`src/rtl/regfile_sb.sv`:
```
// Parametrised register file with an integrated busy-bit scoreboard.
// Define REGFILE_SB_BYPASS_EN to forward same-cycle write data to the read ports.
module regfile_sb #(
   parameter int XLEN     = 32,
   parameter int NREGS    = 32,
   parameter int NREAD    = 2,
   parameter int ZERO_REG = 1
) (
   input  logic                      clk,
   input  logic                      reset,
   input  logic                      we,
   input  logic [$clog2(NREGS)-1:0]  waddr,
   input  logic [XLEN-1:0]           wdata,
   input  logic [NREAD*$clog2(NREGS)-1:0] raddr,
   output logic [NREAD*XLEN-1:0]     rdata,
   output logic [NREAD-1:0]          rbusy,
   input  logic                      issue_en,
   input  logic [$clog2(NREGS)-1:0]  issue_addr,
   output logic                      any_busy
);

   localparam int AW = $clog2(NREGS);
   localparam logic ZR = (ZERO_REG != 0);

   logic [XLEN-1:0]  rf_r [NREGS];
   logic [NREGS-1:0] busy_r;
   logic [NREGS-1:0] busy_nxt_s;
   logic             wr_ok_s;

   assign wr_ok_s = we && !(ZR && (waddr == {AW{1'b0}}));

   // Next busy vector: a same-cycle issue beats a retiring write to the same register.
   always_comb begin
      busy_nxt_s = busy_r;
      for (int i = 0; i < NREGS; i++) begin
         if (issue_en && (issue_addr == AW'(i))) begin
            busy_nxt_s[i] = 1'b1;
         end else if (we && (waddr == AW'(i))) begin
            busy_nxt_s[i] = 1'b0;
         end else begin
            busy_nxt_s[i] = busy_r[i];
         end
      end
      if (ZR) begin
         busy_nxt_s[0] = 1'b0;
      end else begin
         busy_nxt_s[0] = busy_nxt_s[0];
      end
   end

   // Register array and scoreboard state.
   always_ff @(posedge clk) begin
      if (reset) begin
         for (int i = 0; i < NREGS; i++) begin
            rf_r[i] <= {XLEN{1'b0}};
         end
         busy_r <= {NREGS{1'b0}};
      end else begin
         if (wr_ok_s) begin
            rf_r[waddr] <= wdata;
         end
         busy_r <= busy_nxt_s;
      end
   end

   assign any_busy = |busy_r;

   for (genvar k = 0; k < NREAD; k++) begin : g_rd
      logic [AW-1:0]   ra_s;
      logic [XLEN-1:0] rd_s;
      logic            rb_s;

      assign ra_s = raddr[k*AW +: AW];

      // Per-port combinational read; the zero register masks everything else.
      always_comb begin
         rd_s = rf_r[ra_s];
         rb_s = busy_r[ra_s];
`ifdef REGFILE_SB_BYPASS_EN
         if (wr_ok_s && (waddr == ra_s)) begin
            rd_s = wdata;
            rb_s = 1'b0;
         end else begin
            rd_s = rd_s;
            rb_s = rb_s;
         end
`endif
         if (ZR && (ra_s == {AW{1'b0}})) begin
            rd_s = {XLEN{1'b0}};
            rb_s = 1'b0;
         end else begin
            rd_s = rd_s;
            rb_s = rb_s;
         end
      end

      assign rdata[k*XLEN +: XLEN] = rd_s;
      assign rbusy[k]              = rb_s;
   end

endmodule

```
`config.mk`:
```
export PLATFORM = sky130hd
export DESIGN_NAME = regfile_sb
export DESIGN_NICKNAME = d
export VERILOG_FILES = /design/src/rtl/regfile_sb.sv
export SDC_FILE = /design/constraint.sdc
export NUM_CORES = 2
export LEC_CHECK = 0
export ABC_AREA = 0
export CAP_MARGIN = 20
export CORE_ASPECT_RATIO = 1.75
export CORE_UTILIZATION = 49
export CTS_CLUSTER_SIZE = 12
export DETAILED_ROUTE_END_ITERATION = 12
export GPL_TIMING_DRIVEN = 0
export PLACE_DENSITY = 0.66
export SLEW_MARGIN = 20
export SYNTH_ARGS = -nofsm -noshare
export SYNTH_HDL_FRONTEND = slang
export SYNTH_SLANG_ARGS = --single-unit
```
`constraint.sdc`:
```
create_clock -name clk -period 4.11 [get_ports clk]
set_input_delay 0.411 -clock clk [delete_from_list [all_inputs] [get_ports clk]]
set_output_delay 0.411 -clock clk [all_outputs]
set_load 0.05 [all_outputs]
```
==> reports/metrics.yaml <==
power:
  p_leak_nw: 21.8
  p_per_area_nw_per_um2: 403
  ir_drop_uv: 310
setup_path:
  cp_top_family: "buffers and inverters"
  critPathMaxStageDelay_ps: 660
  start_kind: "input pin"
  crit_required_ps: 3700
  critical_path_buf_inv_count: 5
  path_cells: "clkdlybuf4s50_1 > clkbuf_2 > buf_2 > clkbuf_4 > nand2_1 > o21ai_0 > a211oi_1 > dlygate4sd2_1"
  end_kind: "output pin"
  worstSetupPathType: "input pin to output pin"
  cpMaxStageDelayCell: "clkdlybuf4s50_1"
  cp_max_fo: 10
  arrival_ps: 3920
clock_tree:
  numCtsBuffers: 101
  htreeDepth: 3
  clk_path_buf_depth: 3
  cts_tree: "done"
  cts_sinks: 1052
  insertion_delay_ps: 740
  clk_pin_slew_ps: 70
  ctsHoldBuffers: 0
  cts-root-buf: "clkbuf_16"
yosys:
  synth-edff-count: 1021
  async_flop_share: 0
  yosysUniqueCellTypes: 49
  yosys.area_share.simple: 0.129
  yosys.area.top_type: "edfxtp_1"
  synth_top_cells_by_area: "edfxtp_1, mux4_2, and2_1, mux2i_1, mux2_2"
  syn_inst: 3784
  syn-cell-area_um2: 56300
  ys_seq_area_frac: 0.556
  synth.area.mux_share: 0.237
  ys_seq_elements: 1052
  synth_top_family_by_area: "multiplexers"
  synth_fa_ha_area_frac: 0
  synth_xor_area_frac: 0
  yosysTopAreaCellShare: 0.545
  yosysWarnings: 0
  synth-compound-area-share: 0.0456
  avgSynthCellArea_um2: 14.9
  synthFlopType: "edfxtp_1"
grt:
  grt_max_degree: 34
  grt_pass1_vias: 38700
  overflow: 0
  antenna_found_initial: 9
  track_usage: 0.387
  grt_pass1_wl_mm: 303
route:
  drc: 0
  viasPerCell: 7.01
  wl_mm: 225
  ant_nets: 0
  dr.pass1.iters: 8
  first_iter_violations: 6409
  wl_per_cell_um: 40.2
  vias: 39200
sta:
  fmax_mhz: 231
  tightest_slew_ps: 1390
  setup_viol: 34
  slew_violations: 0
  rsz0062_at_grt: "true"
  post-route-period-util: 1.05
  min_period_ps: 4330
  hold_ws_ps: 366
  hold_viol: 0
  fin_skew_ps: 0
  worst_slew_margin_rel: 0.0742
  fin_ws_ps: -219
final_layout:
  layout.cells.non_filler: 5596
  drive_above_1_share: 0.235
  final_area_um2: 63000
  num-nets-final: 4100
  area.growth.synth_to_final_pct: 12.0
  fin_util: 0.552
outcome:
  status: "finished with violations"
  violations: "setup timing"
place:
  post_dp_cell_area_um2: 59700
  io_buffers: 115
  hpwlAfterDp_mm: 157
  gp_congestion: 1.04
  dp_cells: 5429
  dp_slack_ps: -1540
floorplan:
  core_area_um2: 114000
  dieHeight_um: 450
  row_count: 164
  start_util: 0.493
  dieArea_um2: 116000
  boundaryPins: 123
  die_w_um: 258
job:
  maxCapViolCount: 0
min_path:
  hold_path.class: "input pin to register"
-- repair_timing --
item / in CTS / in global routing
endpoints found under the setup margin: 66 / 52
resized for setup: 196 / 66
gates cloned: 0 / 0
buffers inserted: 3 / 5
pin swaps: 1 / 1
-- worst reg2reg max path: cells and delay by family (launching register included) --
kind	cells	cell delay, ps
and+or+nand+nor	1	170
DFF	1	430
AOI/OAI and AO/OA	2	200
-- cells in the final DEF, fill, tap and decap left out, types with 25 or more instances in the layout --
master	instances
nor2_1	38
clkdlybuf4s50_1	60
mux2i_1	203
a221oi_2	26
buf_2	51
a221oi_1	67
a21oi_1	42
clkbuf_2	50
dlygate4sd2_1	27
dfxtp_1	31
o22ai_1	30
clkbuf_1	268
buf_4	44
o21bai_1	25
edfxtp_1	1021
o21ai_0	52
mux2_2	128
a2bb2oi_1	26
nand2_1	54
o2bb2ai_1	25
conb_1	29
clkbuf_16	104
mux4_2	439
and2_1	1000
-- cells in the mapped netlist, types with 30 or more instances --
| cell | n |
|---|---|
| buf_4 | 35 |
| and2_1 | 1000 |
| or2_2 | 30 |
| clkbuf_1 | 295 |
| nor2_1 | 39 |
| o22ai_1 | 30 |
| mux4_2 | 439 |
| mux2i_1 | 203 |
| mux2_2 | 128 |
| a221oi_1 | 97 |
| edfxtp_1 | 1021 |
| dfxtp_1 | 31 |
| o21ai_0 | 53 |
| nand2_1 | 55 |
| buf_2 | 52 |
| a21oi_1 | 42 |
-- power by group --
part	total, W	switching, W	internal (W)
combinational	0.00391	0.00248	0.00144
clock	0.00883	0.00424	0.00459
sequential	0.0127	0.000331	0.0123
total	0.0254	0.00705	0.0184
-- registers in the layout (all words and copies together) (netlist names) --
name,flops
busy_r,31
rf_r,1021
-- per-stage QoR --
stage	power, W	setup TNS, ps
after floorplan	0.0150	0
after global placement	0.0166	-151970
after detailed placement	0.0166	-60790
after CTS	0.0251	0
after global routing	0.0257	-35.9
final	0.0254	-2650
-- layer usage --
| layer | global-route usage | up-vias | wire, um |
|---|---|---|---|
| met5 | 0 | - | 74 |
| met1 | 0.447 | 19800 | 72100 |
| met2 | 0.621 | 3430 | 106000 |
| met4 | 0.288 | 8 | 20500 |
| met3 | 0.0968 | 1003 | 26600 |
| li1 | - | 15000 | - |
-- cells by family after synthesis --
kind of cell / after synthesis
AOI/OAI and AO/OA: 354
muxes: 770
and+or+nand+nor: 1202
other: 1
buffers and inverters: 405
DFF: 1052
-- final cells by class --
cell class | instances | area, um^2
antenna | 4 | 10.0
buffer | 396 | 1900
clock buffer | 140 | 2740
clock inverter | 17 | 93.8
fill | 9355 | 51100
inverter | 6 | 22.5
multi-input combinational | 2355 | 23700
sequential | 1052 | 31300
tap | 1494 | 1870
timing repair buffer | 132 | 1360
-- final timing paths --
path	slack, ps	endpoint	cells past startpoint	from
worst min register to register	520	busy_r[31]$_SDFFE_PP0P_	2	busy_r[31]$_SDFFE_PP0P_
worst max-delay path	-220	rdata[49]	8	raddr[8]
worst max register to register	3240	busy_r[15]$_SDFFE_PP0P_	3	busy_r[15]$_SDFFE_PP0P_
worst min-delay path	370	busy_r[14]$_SDFFE_PP0P_	4	reset
No activity file was read; power rests on OpenSTA's default activity.
